**config.mk**
```make
export PLATFORM = sky130hd
export DESIGN_NAME = spi_master_mc
export DESIGN_NICKNAME = d
export VERILOG_FILES = /design/src/rtl/spi_pkg.sv /design/src/rtl/spi_master_mc_clk_gen.sv /design/src/rtl/spi_master_mc.sv
export SDC_FILE = /design/constraint.sdc
export NUM_CORES = 1
export LEC_CHECK = 0
export BUFFER_PORTS_ARGS = -buffer_cell sky130_fd_sc_hd__buf_2
export CAP_MARGIN = 10
export CORE_MARGIN = 3
export CORE_UTILIZATION = 23
export CTS_CLUSTER_DIAMETER = 150
export DETAILED_ROUTE_END_ITERATION = 16
export PLACE_DENSITY_LB_ADDON = 0.15
export SYNTH_ARGS = -nofsm -noshare
export SYNTH_HDL_FRONTEND = slang
export SYNTH_SLANG_ARGS = --single-unit
```
**constraint.sdc**
```tcl
create_clock -name clk -period 4.2 [get_ports clk]
set_clock_uncertainty 0.05 [all_clocks]
set_input_delay 0.42 -clock clk [delete_from_list [all_inputs] [get_ports clk]]
set_output_delay 0.42 -clock clk [all_outputs]
set_load 0.02 [all_outputs]
```
**src/rtl/spi_pkg.sv**
```systemverilog
// Shared types and sizing helpers for the spi_master_mc family.
package spi_pkg;

  // Transfer sequencing: idle, CS setup, data phase, CS hold.
  typedef enum logic [1:0] {
    IDLE  = 2'd0,
    SETUP = 2'd1,
    XFER  = 2'd2,
    HOLD  = 2'd3
  } state_t;

  // Per-transfer mode, captured when a transfer is accepted.
  typedef struct packed {
    logic cpol;
    logic cpha;
    logic lsb_first;
  } spi_cfg_t;

  // System clocks per SCLK half period.
  function automatic int half_of(input int clk_div);
    return clk_div / 2;
  endfunction

  // Width of the chip-select index; never narrower than one bit.
  function automatic int csw_of(input int num_cs);
    return (num_cs > 1) ? $clog2(num_cs) : 1;
  endfunction

  // Width of a counter that runs 0..n-1; never narrower than one bit.
  function automatic int cnt_w_of(input int n);
    return (n > 1) ? $clog2(n) : 1;
  endfunction

endpackage

```
**src/rtl/spi_master_mc_clk_gen.sv**
```systemverilog
// Half-period tick generator for the SPI master. While enabled it pulses
// tick_o once every HALF system clocks and reports whether that tick is a
// leading (away from idle) or trailing SCLK edge. Disabling it parks the
// counter and phase, so every enable rise starts a fresh period.
module spi_clk_gen
  import spi_pkg::*;
#(
  parameter int CLK_DIV = 8
) (
  input  logic clk,
  input  logic srst_i,
  input  logic en_i,
  output logic tick_o,
  output logic lead_o
);

  localparam int HALF = half_of(CLK_DIV);
  localparam int CW   = cnt_w_of(HALF);
  localparam logic [CW-1:0] LAST = CW'(HALF - 1);

  logic [CW-1:0] cnt_q, cnt_d;
  logic          lead_q, lead_d;

  // Next half-period count and edge phase; both park while disabled.
  always_comb begin
    cnt_d  = cnt_q;
    lead_d = lead_q;
    if (!en_i) begin
      cnt_d  = '0;
      lead_d = 1'b1;
    end else if (cnt_q == LAST) begin
      cnt_d  = '0;
      lead_d = ~lead_q;
    end else begin
      cnt_d = cnt_q + 1'b1;
    end
  end

  // Counter and phase registers.
  always_ff @(posedge clk) begin
    if (srst_i) begin
      cnt_q  <= '0;
      lead_q <= 1'b1;
    end else begin
      cnt_q  <= cnt_d;
      lead_q <= lead_d;
    end
  end

  assign tick_o = en_i && (cnt_q == LAST);
  assign lead_o = lead_q;

endmodule

```
**src/rtl/spi_master_mc.sv**
```systemverilog
// Parametrised SPI master with per-transfer CPOL/CPHA and bit order.
// A transfer is SETUP (one half period, CS low, first bit on MOSI), then
// 2*DATA_BITS SCLK edges in XFER, then HOLD (one half period) before CS
// releases and done pulses together with the rx_data update.
module spi_master_mc
  import spi_pkg::*;
#(
  parameter int CLK_DIV   = 8,
  parameter int DATA_BITS = 8,
  parameter int NUM_CS    = 4
) (
  input  logic                        clk,
  input  logic                        reset,
  input  logic                        start,
  input  logic [csw_of(NUM_CS)-1:0]   cs_sel,
  input  logic                        cpol,
  input  logic                        cpha,
  input  logic                        lsb_first,
  input  logic [DATA_BITS-1:0]        tx_data,
  output logic [DATA_BITS-1:0]        rx_data,
  output logic                        busy,
  output logic                        done,
  output logic                        sclk,
  output logic                        mosi,
  input  logic                        miso,
  output logic [NUM_CS-1:0]           cs_n
);

  localparam int CSW = csw_of(NUM_CS);
  localparam int BW  = cnt_w_of(DATA_BITS);
  localparam logic [BW-1:0] LAST_BIT = BW'(DATA_BITS - 1);

  state_t                 state_q, state_d;
  spi_cfg_t               cfg_q, cfg_d;
  logic [DATA_BITS-1:0]   tx_sh_q, tx_sh_d;
  logic [DATA_BITS-1:0]   rx_sh_q, rx_sh_d;
  logic [DATA_BITS-1:0]   rx_data_q, rx_data_d;
  logic [BW-1:0]          bit_cnt_q, bit_cnt_d;
  logic                   busy_q, busy_d;
  logic                   done_q, done_d;
  logic                   sclk_q, sclk_d;
  logic                   mosi_q, mosi_d;
  logic [NUM_CS-1:0]      cs_n_q, cs_n_d;

  logic                   tick;
  logic                   lead;
  logic                   last_lead;
  logic                   edge_ev;
  logic                   lead_edge;
  logic                   trail_edge;
  logic                   do_shift;
  logic                   do_sample;
  logic [NUM_CS-1:0]      cs_hit;

  spi_clk_gen #(
    .CLK_DIV (CLK_DIV)
  ) u_clk_gen (
    .clk    (clk),
    .srst_i (reset),
    .en_i   (state_q != IDLE),
    .tick_o (tick),
    .lead_o (lead)
  );

  // One-hot select decode; an out-of-range index matches no line.
  for (genvar gi = 0; gi < NUM_CS; gi++) begin : g_cs_dec
    assign cs_hit[gi] = (cs_sel == CSW'(gi));
  end

  // Edge bookkeeping. The SETUP-ending tick is the first leading edge; the
  // leading-phase tick seen with the bit counter at its last value closes
  // XFER instead of producing a seventeenth edge.
  always_comb begin
    last_lead  = (state_q == XFER) && tick && lead && (bit_cnt_q == LAST_BIT);
    edge_ev    = tick && ((state_q == SETUP) || ((state_q == XFER) && !last_lead));
    lead_edge  = edge_ev && lead;
    trail_edge = edge_ev && !lead;
    do_sample  = cfg_q.cpha ? trail_edge : lead_edge;
    // CPHA=1 skips the very first leading edge (it re-drives bit 0);
    // CPHA=0 skips the final trailing edge (no bit left to present).
    do_shift   = cfg_q.cpha ? (lead_edge && (state_q == XFER))
                            : (trail_edge && (bit_cnt_q != LAST_BIT));
  end

  // Next-state and datapath next values; defaults hold every register.
  always_comb begin
    state_d   = state_q;
    cfg_d     = cfg_q;
    tx_sh_d   = tx_sh_q;
    rx_sh_d   = rx_sh_q;
    rx_data_d = rx_data_q;
    bit_cnt_d = bit_cnt_q;
    busy_d    = busy_q;
    done_d    = 1'b0;
    sclk_d    = sclk_q;
    mosi_d    = mosi_q;
    cs_n_d    = cs_n_q;

    case (state_q)
      IDLE: begin
        sclk_d = cpol;
        cs_n_d = '1;
        busy_d = 1'b0;
        if (start) begin
          cfg_d.cpol      = cpol;
          cfg_d.cpha      = cpha;
          cfg_d.lsb_first = lsb_first;
          tx_sh_d         = tx_data;
          rx_sh_d         = '0;
          bit_cnt_d       = '0;
          mosi_d          = lsb_first ? tx_data[0] : tx_data[DATA_BITS-1];
          cs_n_d          = ~cs_hit;
          busy_d          = 1'b1;
          state_d         = SETUP;
        end
      end
      SETUP: begin
        if (tick) begin
          state_d = XFER;
        end
      end
      XFER: begin
        if (last_lead) begin
          state_d = HOLD;
        end
      end
      HOLD: begin
        sclk_d = cfg_q.cpol;
        if (tick) begin
          state_d   = IDLE;
          cs_n_d    = '1;
          rx_data_d = rx_sh_q;
          done_d    = 1'b1;
          busy_d    = 1'b0;
        end
      end
      default: begin
        state_d = IDLE;
      end
    endcase

    if (edge_ev) begin
      sclk_d = ~sclk_q;
    end

    if (do_shift) begin
      if (cfg_q.lsb_first) begin
        tx_sh_d = tx_sh_q >> 1;
        mosi_d  = tx_sh_q[1];
      end else begin
        tx_sh_d = tx_sh_q << 1;
        mosi_d  = tx_sh_q[DATA_BITS-2];
      end
    end

    if (do_sample) begin
      rx_sh_d = cfg_q.lsb_first ? {miso, rx_sh_q[DATA_BITS-1:1]}
                                : {rx_sh_q[DATA_BITS-2:0], miso};
    end

    // Bit index advances on each leading-phase tick after the first bit and
    // saturates at the last bit.
    if ((state_q == XFER) && tick && lead && (bit_cnt_q != LAST_BIT)) begin
      bit_cnt_d = bit_cnt_q + 1'b1;
    end
  end

  // FSM state register.
  always_ff @(posedge clk) begin
    if (reset) begin
      state_q <= IDLE;
    end else begin
      state_q <= state_d;
    end
  end

  // Datapath and output registers.
  always_ff @(posedge clk) begin
    if (reset) begin
      cfg_q     <= '0;
      tx_sh_q   <= '0;
      rx_sh_q   <= '0;
      rx_data_q <= '0;
      bit_cnt_q <= '0;
      busy_q    <= 1'b0;
      done_q    <= 1'b0;
      sclk_q    <= 1'b0;
      mosi_q    <= 1'b0;
      cs_n_q    <= '1;
    end else begin
      cfg_q     <= cfg_d;
      tx_sh_q   <= tx_sh_d;
      rx_sh_q   <= rx_sh_d;
      rx_data_q <= rx_data_d;
      bit_cnt_q <= bit_cnt_d;
      busy_q    <= busy_d;
      done_q    <= done_d;
      sclk_q    <= sclk_d;
      mosi_q    <= mosi_d;
      cs_n_q    <= cs_n_d;
    end
  end

  assign rx_data = rx_data_q;
  assign busy    = busy_q;
  assign done    = done_q;
  assign sclk    = sclk_q;
  assign mosi    = mosi_q;
  assign cs_n    = cs_n_q;

endmodule

```
* Yosys cells after proc, flatten, opt, wreduce, memory -nomap -nowiden *
Cells that the tools add are included.

word-level totals
  flip-flop bits (word level) = 43
  latch bits = 0
  output and inout port bits = 16
  logic and storage cells = 102
  input bits = 17
  memory bits (writable) = 0
  memory bits (read-only) = 0
  memories kept = 0

operators by class
  bitwise operators = 5
  add/sub/neg operators = 2
  shift-type cells = 0
  reductions and logical operators = 35
  div/mod/pow operators = 0
  order comparisons = 0
  multipliers = 0
  eq/ne operators = 13
  muxes and demuxes = 32

operators with widths
  kind                 number
  $mux 8               8
  $reduce_bool 2->1    8
  $reduce_and 2->1     6
  $logic_and 1x1->1    11
  $mux 1               11
  $eq 2x2->1 const B   5
  $mux 3               3
  $mux 2               4
  $mux 4               2
  $ne 2x2->1 const B   4
  $pmux 2 s4           1
  $pmux 4 s2           1
  $eq 2x1->1 const B   2
  $logic_not 2->1      2
  $not 1->1            4
  $not 4->4            1
  $pmux 1 s2           2
  $reduce_and 4->1     1
  $reduce_or 2->1      2
  $add 3x1->3 const B  1
  $eq 3x3->1 const B   1
  $ne 3x3->1 const B   1
  $reduce_bool 3->1    1
  $reduce_or 3->1      1
  other kinds (3)      4

* Logic depth before layout (Yosys ltp) *
Gate-level depths: netlist of the first run.

  depth in word-level cells = 14
  gate-level depth with buffers = 8
  depth with buffers taken out = 6

* Cells and area by module *
Synthesis of the first run repeated with hierarchy kept, for this count alone.

second synthesis, totals
  cell total of the unflattened synthesis = 246
  area, all modules = 2283.4 µm²

by module, submodules not included
  module         times used  sequential area each (µm²)  cells an instance  area each (µm²)
  spi_master_mc  1           800.8                       237                2159.6
  spi_clk_gen    1           60.1                        9                  123.9

* Worst setup path after synthesis of the first run *
No wires, ideal clock.

  path type = reg-to-reg
  start = reg bit_cnt_q[0]
  end = reg mosi_q (netlist: mosi)
  period minus slack after synthesis = 1927 ps
  path buffers = 1
  library setup time = 122 ps
  arrival time = 1756 ps
  path slack = 2273 ps
  stages on the path, launching flop included = 8
  required time = 4028 ps
  cells stage by stage = dfxtp_1 ha_1 ha_1 a21boi_2 o221ai_4 and3b_1 buf_6 a221o_1

between the ends
  word-level cells in the longest chain between the ends = 11
  elaborated cells between the ends (all ways) = 16
  those cells by class = eq/ne: 2; mux: 2; reduce/logical: 12

ends and longest elaborated chain
  item                                  RTL line                                  text
  start, declared                       spi_master_mc.sv:38                       logic [BW-1:0] bit_cnt_q, bit_cnt_d;
  start signal, assigned                spi_master_mc.sv:195                      bit_cnt_q <= bit_cnt_d;
  $eq 3x3->1                            spi_master_mc.sv:74                       last_lead = (state_q == XFER) && tick && lead && (bit_cnt_q == LAST_BIT);
  $logic_and 1x1->1                     spi_master_mc.sv:74
  $logic_not 1->1                       spi_master_mc.sv:75                       edge_ev = tick && ((state_q == SETUP) || ((state_q == XFER) && !last_lead));
  $logic_and 1x1->1                     spi_master_mc.sv:75
  $logic_or 1x1->1                      spi_master_mc.sv:75
  $logic_and 1x1->1                     spi_master_mc.sv:75
  $logic_and 1x1->1 (on tied branches)  spi_master_mc.sv:77, spi_master_mc.sv:76
  $logic_and 1x1->1 (on tied branches)  spi_master_mc.sv:82, spi_master_mc.sv:81
  $mux 1 *                              spi_master_mc.sv:81                       do_shift = cfg_q.cpha ? (lead_edge && (state_q == XFER))
  $reduce_bool 2->1 (no line)           n/a
  $reduce_and 2->1 (no line)            n/a
  end signal, assigned                  spi_master_mc.sv:199                      mosi_q <= mosi_d;
  end, declared                         spi_master_mc.sv:42                       logic mosi_q, mosi_d;

Mark *: on every way between the ends. The rest lies on a longest branch, timed or not.
A chain may end at the register's enable or synchronous reset.

* Final worst setup path of the first run *
  start = reg state_q[0]
  end = reg rx_sh_q[0]

between the ends
  word-level cells in the longest chain between the ends = 13
  elaborated cells between the ends (all ways) = 19
  those cells by class = eq/ne: 2; mux: 2; reduce/logical: 15

ends and longest elaborated chain
  item                                  RTL line                                  text
  start, declared                       spi_master_mc.sv:33                       state_t state_q, state_d;
  start signal, assigned                spi_master_mc.sv:173                      state_q <= state_d;
  $reduce_bool 2->1                     spi_master_mc.sv:60                       .en_i (state_q != IDLE),
  $logic_and 1x1->1                     spi_master_mc_clk_gen.sv:50               assign tick_o = en_i && (cnt_q == LAST);
  $logic_and 1x1->1 (3 in series)       spi_master_mc.sv:74
  $logic_not 1->1                       spi_master_mc.sv:75
  $logic_and 1x1->1                     spi_master_mc.sv:75
  $logic_or 1x1->1                      spi_master_mc.sv:75
  $logic_and 1x1->1                     spi_master_mc.sv:75
  $logic_and 1x1->1 (on tied branches)  spi_master_mc.sv:76, spi_master_mc.sv:77
  $mux 1                                spi_master_mc.sv:78                       do_sample = cfg_q.cpha ? trail_edge : lead_edge;
  $reduce_bool 2->1 (no line)           n/a
  $reduce_and 2->1 (no line)            n/a
  end signal, assigned                  spi_master_mc.sv:193                      rx_sh_q <= rx_sh_d;
  end, declared                         spi_master_mc.sv:36                       logic [DATA_BITS-1:0] rx_sh_q, rx_sh_d;

Several ways; a longest one is shown, not always the timed one.

==> flow_summary.yaml, run 1 <==
status:
  status: "finished clean"
synthesis:
  syn_area_um2: 2037
  postSynth.asyncResetShare: 0
  synth_seq_area_share: 0.4226
  synth_area_leaders: "dfxtp_1 (42%), mux2i_1 (7.9%), a21oi_1 (5.9%)"
  synth_top_area_share: 0.4226
  synth_area_leader_cell: "dfxtp_1"
  synthTopCellsByCount: "dfxtp_1 (43), nand2_1 (26), a21oi_1 (24)"
  synthCells: 224
  synth_most_common_cell: "dfxtp_1"
  yosys_most_used_dff: "dfxtp_1"
  synth_nets: 249
  yosys_warnings: 0
  avgSynthCellArea_um2: 9.094
  synth_cell_types: 40
  synth_edf_count: 0
  yosys_register_bits: 43
sta:
  relSlewSlack: 0.3502
  period_share: 0.5631
  finalSetupTns_ns: 0
  final_max_slew_viol_count: 0
  worst_pin_slew_ns: 0.9705
  fmax_mhz: 422.9
  finalCriticalPeriod_ns: 2.365
  setup_viol: 0
  rsz0062_at_grt: "false"
  hold_viol_final: 0
detailed_routing:
  m1WireLength_um: 2329
  highest_layer: "met4"
  ant_nets: 0
  wl_per_cell_um: 13.35
  met2WireLength_um: 2162
  drtPass1Iterations: 4
  dr_wl_met3_um: 199
  viasPerCell: 4.611
  drtIter0Drc: 57
  wirelength_um: 4741
  num_vias: 1637
  drc: 0
cells_and_area:
  drive_above_1_share: 0.2040
  synthToLayoutAreaGrowth_pct: 15.36
  fin_nets: 274
  diodes: 0
  stdcell_area_um2: 2350
die:
  fp.coreArea_um2: 8423
  ioPinCount: 33
  core.rowCount: 33
  fp.dieH_um: 100.1
  dieArea_um2: 10020
  start_util: 0.2418
  die_w_um: 100.1
placement:
  place.gp.congestion: 0.6982
  port_buffers: 32
  place_area_um2: 2257
  dp_hpwl_um: 3202
worst_hold_path:
  hold_class: "in -> reg"
  holdPathStages: 2
  min_to: "tx_sh_q[2]"
  hp-start: "tx_data[2]"
global_route:
  grt_antenna_before_repair: 0
  grt_remaining_overflow: 0
  grt_max_degree: 47
  grt_usage: 0.09878
  grt_pass1_vias: 1652
  grt_pass1_wl_um: 7976
worst_setup_path:
  cp_data_required_time_ns: 4.38
  r2r_cells: 6
  r2r_end: "rx_sh_q[0]"
  critPathKind: "reg -> reg"
  path_max_fanout: 16
  rrSetupSlack_ns: 1.84
  worst_setup_path_end_kind: "register"
  start_kind: "register"
  r2r_start: "state_q[0]"
  arrival_ns: 2.55
clock_tree:
  postCtsResizedCells: 0
  cts.reportedPaths.clkPinSlew_ns: 0.10
  cts-htree-levels: 2
  cts_sinks: 43
  cts_tree: "done"
  postCtsHoldBufs: 0
  cts_buffer_depth: 2
  postCtsSetupRepairBufs: 0
  clock_latency_ns: 0.30
  cts_buffers: 5
  cts_root_buffer: "clkbuf_8"
power_and_ir_drop:
  worst_ir_drop_vdd_uv: 132.4
  power_density_nw_per_um2: 467.3
  power_leakage_uw: 0.0008823
flow_run:
  drv_cap: 0
[cells by family (layout without fill, tap and decap cells)]
logic type,after synthesis,in the layout,synth area share
adder cells (fa/ha/maj),8,8,0.04914
flip-flops,43,43,0.4226
buffers and inverters,17,43,0.04054
XOR/XNOR,2,2,0.008601
AND/OR/NAND/NOR,88,88,0.2242
multiplexers,17,17,0.08415
AO/OA/AOI/OAI,49,49,0.1708
[critical path: stages, from the launching register on]
cell and delay, ns:
dfxtp_1 0.39, inv_1 0.10, ha_1 0.34, and2b_1 0.40, o211ai_1 0.44, or2_2 0.44, a21oi_1 0.14
[area by class of cell]
cell class                 instances  area (um2)
tap                              105       131.4
clock inverter                     3       23.77
inverter                           3       11.26
timing repair buffer              32       160.2
multi-input combinational        164        1094
clock buffer                       5       68.82
sequential                        43       860.8
fill                             938        6073
[registers in the layout, summed over array words and instances, names as in the netlist, 2 cells and up]
name,cells
rx_data,8
tx_sh_q,8
cfg_q,3
cs_n,4
state_q,2
bit_cnt_q,3
rx_sh_q,8
u_clk_gen.cnt_q,2
[worst max-delay path by stage]
| stage | endpoint | startpoint | slack, ns | cells after the start |
|---|---|---|---|---|
| 2_1_floorplan | mosi | bit_cnt_q[0] | 2.27 | 7 |
| 3_3_place_gp | tx_sh_q[4] | state_q[1] | 1.90 | 5 |
| 3_5_place_dp | rx_sh_q[7] | state_q[0] | 1.84 | 6 |
| 4_1_cts | tx_sh_q[5] | state_q[0] | 1.83 | 5 |
| 5_1_grt | tx_sh_q[4] | state_q[1] | 1.59 | 5 |
| 6_report | rx_sh_q[0] | state_q[0] | 1.84 | 6 |
[power breakdown]
part           internal (uW)  switching [uW]  leakage (uW)  total (uW)
Combinational            129             186      0.000492         315
Sequential               456            46.3      0.000350         502
Clock                    119             162     0.0000408         281
Total                    704             394      0.000882        1100
[per-stage QoR]
stage	util	setup WS, ns	power [uW]	hold WS [ns]	std cells
5_1_grt	0.2790	1.593	1177	0.2895	355
2_1_floorplan	-	2.273	758.4	0.3553	224
6_report	0.2790	1.835	1098	0.2916	355
4_1_cts	0.2790	1.826	1120	0.2859	355
3_5_place_dp	0.2680	1.843	832.2	0.3733	347
3_3_place_gp	0.2680	1.899	834.6	0.3752	347
[routing by layer]
metal,global-route usage,vias to the layer above
li1,-,853
met1,0.1300,755
met2,0.1596,25
met3,0.02432,4
met4,0.03109,0
met5,0,-
[layout by cell type (no fill, tap or decap), types with 2 or more instances in the layout]
| master | instances |
|---|---|
| a21oi_1 | 24 |
| nand2_1 | 26 |
| clkinvlp_4 | 2 |
| nand2b_1 | 8 |
| o21ai_0 | 3 |
| a221o_1 | 9 |
| o21bai_1 | 3 |
| or2_1 | 2 |
| buf_2 | 32 |
| clkbuf_8 | 5 |
| a211oi_1 | 2 |
| inv_1 | 3 |
| ha_1 | 8 |
| or2_2 | 6 |
| nor3_1 | 8 |
| and3b_1 | 3 |
| mux2i_1 | 16 |
| dfxtp_1 | 43 |
| and3_1 | 3 |
| xor2_1 | 2 |
| nor2_1 | 8 |
| nand3_1 | 16 |
Power figures use the tool's default switching activity.
==> run 2, diff against run 1 <==
==> constraint.sdc (replaced) <==
create_clock -name clk -period 2.4 [get_ports clk]
set_clock_uncertainty 0.05 [all_clocks]
set_input_delay 0.24 -clock clk [delete_from_list [all_inputs] [get_ports clk]]
set_output_delay 0.24 -clock clk [all_outputs]
set_load 0.02 [all_outputs]
==> run 2 against run 1 <==
Final cell count rose by 1.7%. Wire length is essentially flat. Global-route usage increased by 0.19 points. Via count up 1.2%. Critical endpoint is now mosi. Flip-flop and latch count did not move. Utilization rose by 0.56 points. Critical path depth unchanged. Sequential share of layout area is 0.73 points lower. Setup slack lost 1.6 ns. Cell area up 2.0%. Register-to-register slack worse by 1.6 ns. Die area did not move.
==> flow_summary.yaml, run 2 (synthesis results as in run 1) <==
worst_setup_path:
  crit_top_cell: "ha_1"
  rrSetupSlack_ns: 0.28
  path_max_fanout: 10
  r2r_start: "bit_cnt_q[0]"
  cp_cell_sequence: "ha_1, ha_1, a21boi_2, o221ai_4, and3b_1, a221o_1"
  r2r_cells: 6
  critPathKind: "reg -> reg"
  slowest_delay_ns: 0.38
  crit_path_top_delay_cell: "a221o_1"
  crit_start: "bit_cnt_q[0]"
  r2r_end: "mosi"
  start_kind: "register"
  crit_path_end: "mosi"
  cp_data_required_time_ns: 2.54
  arrival_ns: 2.26
  worst_setup_path_end_kind: "register"
clock_tree:
  postCtsHoldBufs: 0
  postCtsResizedCells: 0
  cts_sinks: 43
  postCtsSetupRepairBufs: 0
  cts_buffers: 5
  clock_latency_ns: 0.30
  cts.reportedPaths.clkPinSlew_ns: 0.09
  cts_tree: "done"
  cts-htree-levels: 2
  cts_root_buffer: "clkbuf_8"
  cts_buffer_depth: 2
cells_and_area:
  drive_above_1_share: 0.2188
  fin_nets: 280
  layout_commonest_cell: "dfxtp_1"
  diodes: 0
  final_cell_mix: "dfxtp_1 (43), buf_2 (32), nand2_1 (26), a21oi_1 (24)"
  synthToLayoutAreaGrowth_pct: 17.69
  postLayoutCoreUtil: 0.2846
global_route:
  grt_max_degree: 26
  grt_pass1_wl_um: 8066
  grt_pass1_vias: 1638
  grt_usage: 0.1007
  grt_remaining_overflow: 0
  grt_antenna_before_repair: 0
die:
  fp.coreArea_um2: 8423
  core.rowCount: 33
  fp.dieH_um: 100.1
  ioPinCount: 33
  dieArea_um2: 10020
  die_w_um: 100.1
  start_util: 0.2418
sta:
  rsz0062_at_grt: "false"
  period_share: 0.8821
  fmax_mhz: 472.3
  finalCriticalPeriod_ns: 2.117
  final_max_slew_viol_count: 0
  setup_viol: 0
  hold_ws_ns: 0.1166
  relSlewSlack: 0.5903
  hold_viol_final: 0
  worst_pin_slew_ns: 0.6123
  finalSetupTns_ns: 0
power_and_ir_drop:
  p_sw_frac: 0.3451
  intPower_uw: 1281
  power_leakage_uw: 0.0009189
  comb_power_share: 0.307
  worst_ir_drop_vdd_uv: 276.6
  power_density_nw_per_um2: 816.3
  pwr-share-clk: 0.250
  power.switching_uw: 675.4
  power_frac_seq: 0.442
detailed_routing:
  viasPerCell: 4.590
  drtIter0Drc: 44
  wl_per_cell_um: 13.14
  num_vias: 1657
  wirelength_um: 4744
  drc: 0
  ant_nets: 0
  drtPass1Iterations: 4
worst_hold_path:
  hold_class: "in -> reg"
placement:
  dp_hpwl_um: 3353
  port_buffers: 32
  place.gp.congestion: 0.7253
flow_run:
  drv_cap: 0
status:
  status: "finished clean"
==> run 2: cell count changes in the layout (fill, tap and decap cells not counted), sizes merged <==
cell      previous run  this run
clkbuf               5         7
inv                  4         3
clkinv               0         1
buf                 32        38
clkinvlp             2         0
==> run 2: power groups by stage <==
stage | sequential [uW] | clock, uW | combinational (uW)
after floorplan | 888 | 0 | 439
after global placement | 882 | 0 | 608
after detailed placement | 883 | 0 | 611
after CTS | 867 | 521 | 612
after global routing | 879 | 542 | 681
final | 866 | 490 | 602
==> run 2: area by class of cell <==
type	instances	area (um2)
clock buffers	7	86.33
repair buffers	38	205.2
inverters	3	11.26
clock inverters	1	8.758
multi-input cells	164	1094
flip-flops and latches	43	860.8
well taps	105	131.4
fillers	960	6026
==> run 2: critical path: cells and delay by family (launching register included) <==
kind	cells	cell delay, ns
AO/OA/AOI/OAI	3	0.84
adder cells (fa/ha/maj)	2	0.45
flip-flops	1	0.33
AND/OR/NAND/NOR	1	0.35
==> run 2: worst min path at each step <==
stage	end	startpoint	depth (start not counted)
detailed placement	u_clk_gen.cnt_q[0]	u_clk_gen.cnt_q[0]	1
global placement	u_clk_gen.cnt_q[0]	u_clk_gen.cnt_q[0]	1
finish	tx_sh_q[3]	tx_data[3]	2
CTS	tx_sh_q[3]	tx_data[3]	2
global route	tx_sh_q[1]	tx_data[1]	2
floorplan	tx_sh_q[0]	tx_data[0]	1
==> run 2: stage by stage <==
step                      power [uW]  setup slack [ns]  area (um2)  std cells
after floorplan                 1327            0.4726        2037        224
after global placement          1491            0.3204        2302        353
after detailed placement        1493            0.2612        2302        353
after CTS                       2000            0.2621        2397        361
after global routing            2102            0.1183        2397        361
final                           1957            0.2828        2397        361
==> run 2: per-layer routing <==
layer  up-vias  global-route usage  share of wire
li1        863                   -              -
met5         -                   0              0
met2        27              0.1575           0.43
met4         0             0.03731          0.014
met3         5             0.02363          0.040
met1       762              0.1351           0.51
==> run 3, diff against run 2 <==
--- a/config.mk
+++ b/config.mk
@@ -11,7 +11,7 @@
 export CORE_UTILIZATION = 23
 export CTS_CLUSTER_DIAMETER = 150
 export DETAILED_ROUTE_END_ITERATION = 16
-export PLACE_DENSITY_LB_ADDON = 0.15
+export PLACE_DENSITY = 0.47
 export SYNTH_ARGS = -nofsm -noshare
 export SYNTH_HDL_FRONTEND = slang
 export SYNTH_SLANG_ARGS = --single-unit
==> constraint.sdc (replaced) <==
create_clock -name clk -period 1.85 [get_ports clk]
set_clock_uncertainty 0.05 [all_clocks]
set_input_delay 0.185 -clock clk [delete_from_list [all_inputs] [get_ports clk]]
set_output_delay 0.185 -clock clk [all_outputs]
set_load 0.02 [all_outputs]
==> run 3 against run 2 <==
Register-to-register slack worse by 0.21 ns. Die area unchanged. Sequential power up 30%. Clock power up 24%.
==> flow_summary.yaml, run 3 (synthesis results as in run 1) <==
cells_and_area:
  drive_above_1_share: 0.3321
  diodes: 0
  fin_nets: 298
  final_cell_mix: "dfxtp_1 (39), buf_2 (32), nand2_1 (25), a21oi_1 (21), buf_4 (21)"
  layout_commonest_cell: "dfxtp_1"
  postLayoutCoreUtil: 0.3106
  synthToLayoutAreaGrowth_pct: 28.44
detailed_routing:
  wirelength_um: 5044
  num_vias: 1728
  drtPass1Iterations: 4
  viasPerCell: 4.559
  drtIter0Drc: 37
  ant_nets: 0
  wl_per_cell_um: 13.31
  drc: 0
status:
  status: "finished clean"
power_and_ir_drop:
  worst_ir_drop_vdd_uv: 363.2
  p_sw_frac: 0.3519
  intPower_uw: 1711
  power_frac_seq: 0.427
  power_density_nw_per_um2: 1009
  p_total_uw: 2641
  pwr-share-clk: 0.231
  comb_power_share: 0.342
  power_leakage_uw: 0.001001
  power.switching_uw: 929.1
clock_tree:
  cts_sinks: 43
  cts_buffer_depth: 2
  cts.reportedPaths.clkPinSlew_ns: 0.09
  postCtsHoldBufs: 0
  clock_latency_ns: 0.30
  cts-htree-levels: 2
  cts_root_buffer: "clkbuf_8"
  cts_buffers: 5
  cts_tree: "done"
worst_setup_path:
  cp_num_buf_inv: 2
  start_kind: "register"
  crit_cells: 8
  crit_family: "compound AO/OA/AOI/OAI gates"
  cp_cell_sequence: "ha_4, ha_4, a21boi_4, o211ai_1, buf_4, buf_6, or2_4, a21oi_2"
  r2r_cells: 8
  r2r_end: "rx_sh_q[7]"
  slowest_delay_ns: 0.35
  worst_setup_path_end_kind: "register"
  crit_top_cell: "ha_4"
  r2r_start: "bit_cnt_q[0]"
  crit_path_top_delay_cell: "dfxtp_2"
  critPathKind: "reg -> reg"
  rrSetupSlack_ns: 0.07
  arrival_ns: 1.96
  cp_data_required_time_ns: 2.03
  path_max_fanout: 6
  crit_start: "bit_cnt_q[0]"
  crit_path_end: "rx_sh_q[7]"
die:
  ioPinCount: 33
  fp.dieH_um: 100.1
  start_util: 0.2418
  die_w_um: 100.1
  fp.coreArea_um2: 8423
  dieArea_um2: 10020
  core.rowCount: 33
sta:
  period_share: 0.9614
  worst_slack_ns: 0.07142
  relSlewSlack: 0.7185
  worst_pin_slew_ns: 0.4222
  fmax_mhz: 562.2
  hold_viol_final: 0
  finalSetupTns_ns: 0
  setup_viol: 0
  finalCriticalPeriod_ns: 1.779
  final_max_slew_viol_count: 0
placement:
  dp_hpwl_um: 3384
  place.gp.congestion: 0.7206
  pre_cts_slack_ns: -0.02583
  port_buffers: 32
flow_run:
  drv_cap: 0
worst_hold_path:
  hp-start: "tx_data[5]"
  hold_class: "in -> reg"
  holdPathStages: 2
global_route:
  grt_pass1_vias: 1669
  grt_antenna_before_repair: 0
  grt_max_degree: 38
  grt_pass1_wl_um: 8135
  grt_usage: 0.1003
  grt_remaining_overflow: 0
-- run 3: cell types whose count changed in the layout (fill, tap and decap cells not counted), sizes merged --
cell / change
clkbuf: -2
clkinvlp: +2
and3b: +1
buf: +17
-- run 3: per-stage QoR --
stage	instance area, um2	hold WS [ns]	instances
2_1_floorplan	2052	0.2743	224
3_3_place_gp	2415	0.3641	366
3_5_place_dp	2415	0.3639	366
4_1_cts	2514	0.04302	375
5_1_grt	2616	0.04339	379
6_report	2616	0.05147	379
-- run 3: how the worst min path moves through the flow --
stage	end	slack [ns]
after floorplan	tx_sh_q[0]	0.27
after global placement	tx_sh_q[4]	0.36
after detailed placement	tx_sh_q[3]	0.36
after CTS	tx_sh_q[5]	0.04
after global routing	tx_sh_q[3]	0.04
final	tx_sh_q[5]	0.05
-- run 3: worst reg2reg max path: stages, from the launching register on --
cell and delay [ns]:
dfxtp_2 0.35, ha_4 0.16, ha_4 0.17, a21boi_4 0.19
o211ai_1 0.13, buf_4 0.18, buf_6 0.12, or2_4 0.24
a21oi_2 0.12
-- run 3: what timing repair did --
item	4_1_cts	5_1_grt
endpoints found under the setup margin	1	17
cloned	1	0
buffers inserted	0	4
hold endpoints to repair	0	0
resized for setup	1	26
pin swaps	1	6
-- run 3: layer usage --
layer  vias up  track usage  routed length (um)
met2        22       0.1601                2262
met1       799       0.1297                2522
met5         -            0                   0
met4         0      0.03420                  65
li1        902            -                   -
met3         5      0.02919                 193
-- run 3: power groups by stage --
| stage | Combinational (uW) | Clock, uW | Sequential, uW |
|---|---|---|---|
| 5_1_grt | 1010 | 677 | 1140 |
| 6_report | 904 | 609 | 1130 |
| 3_3_place_gp | 869 | 0 | 1140 |
| 2_1_floorplan | 581 | 0 | 1160 |
| 4_1_cts | 887 | 641 | 1120 |
| 3_5_place_dp | 877 | 0 | 1130 |
-- run 3: final cells by class --
| type | instances | area, um2 |
|---|---|---|
| inverter | 3 | 11.26 |
| sequential | 43 | 868.3 |
| tap | 105 | 131.4 |
| clock buffer | 5 | 68.82 |
| timing repair buffer | 55 | 340.3 |
| clock inverter | 3 | 20.02 |
| multi-input combinational | 165 | 1176 |
| fill | 930 | 5807 |
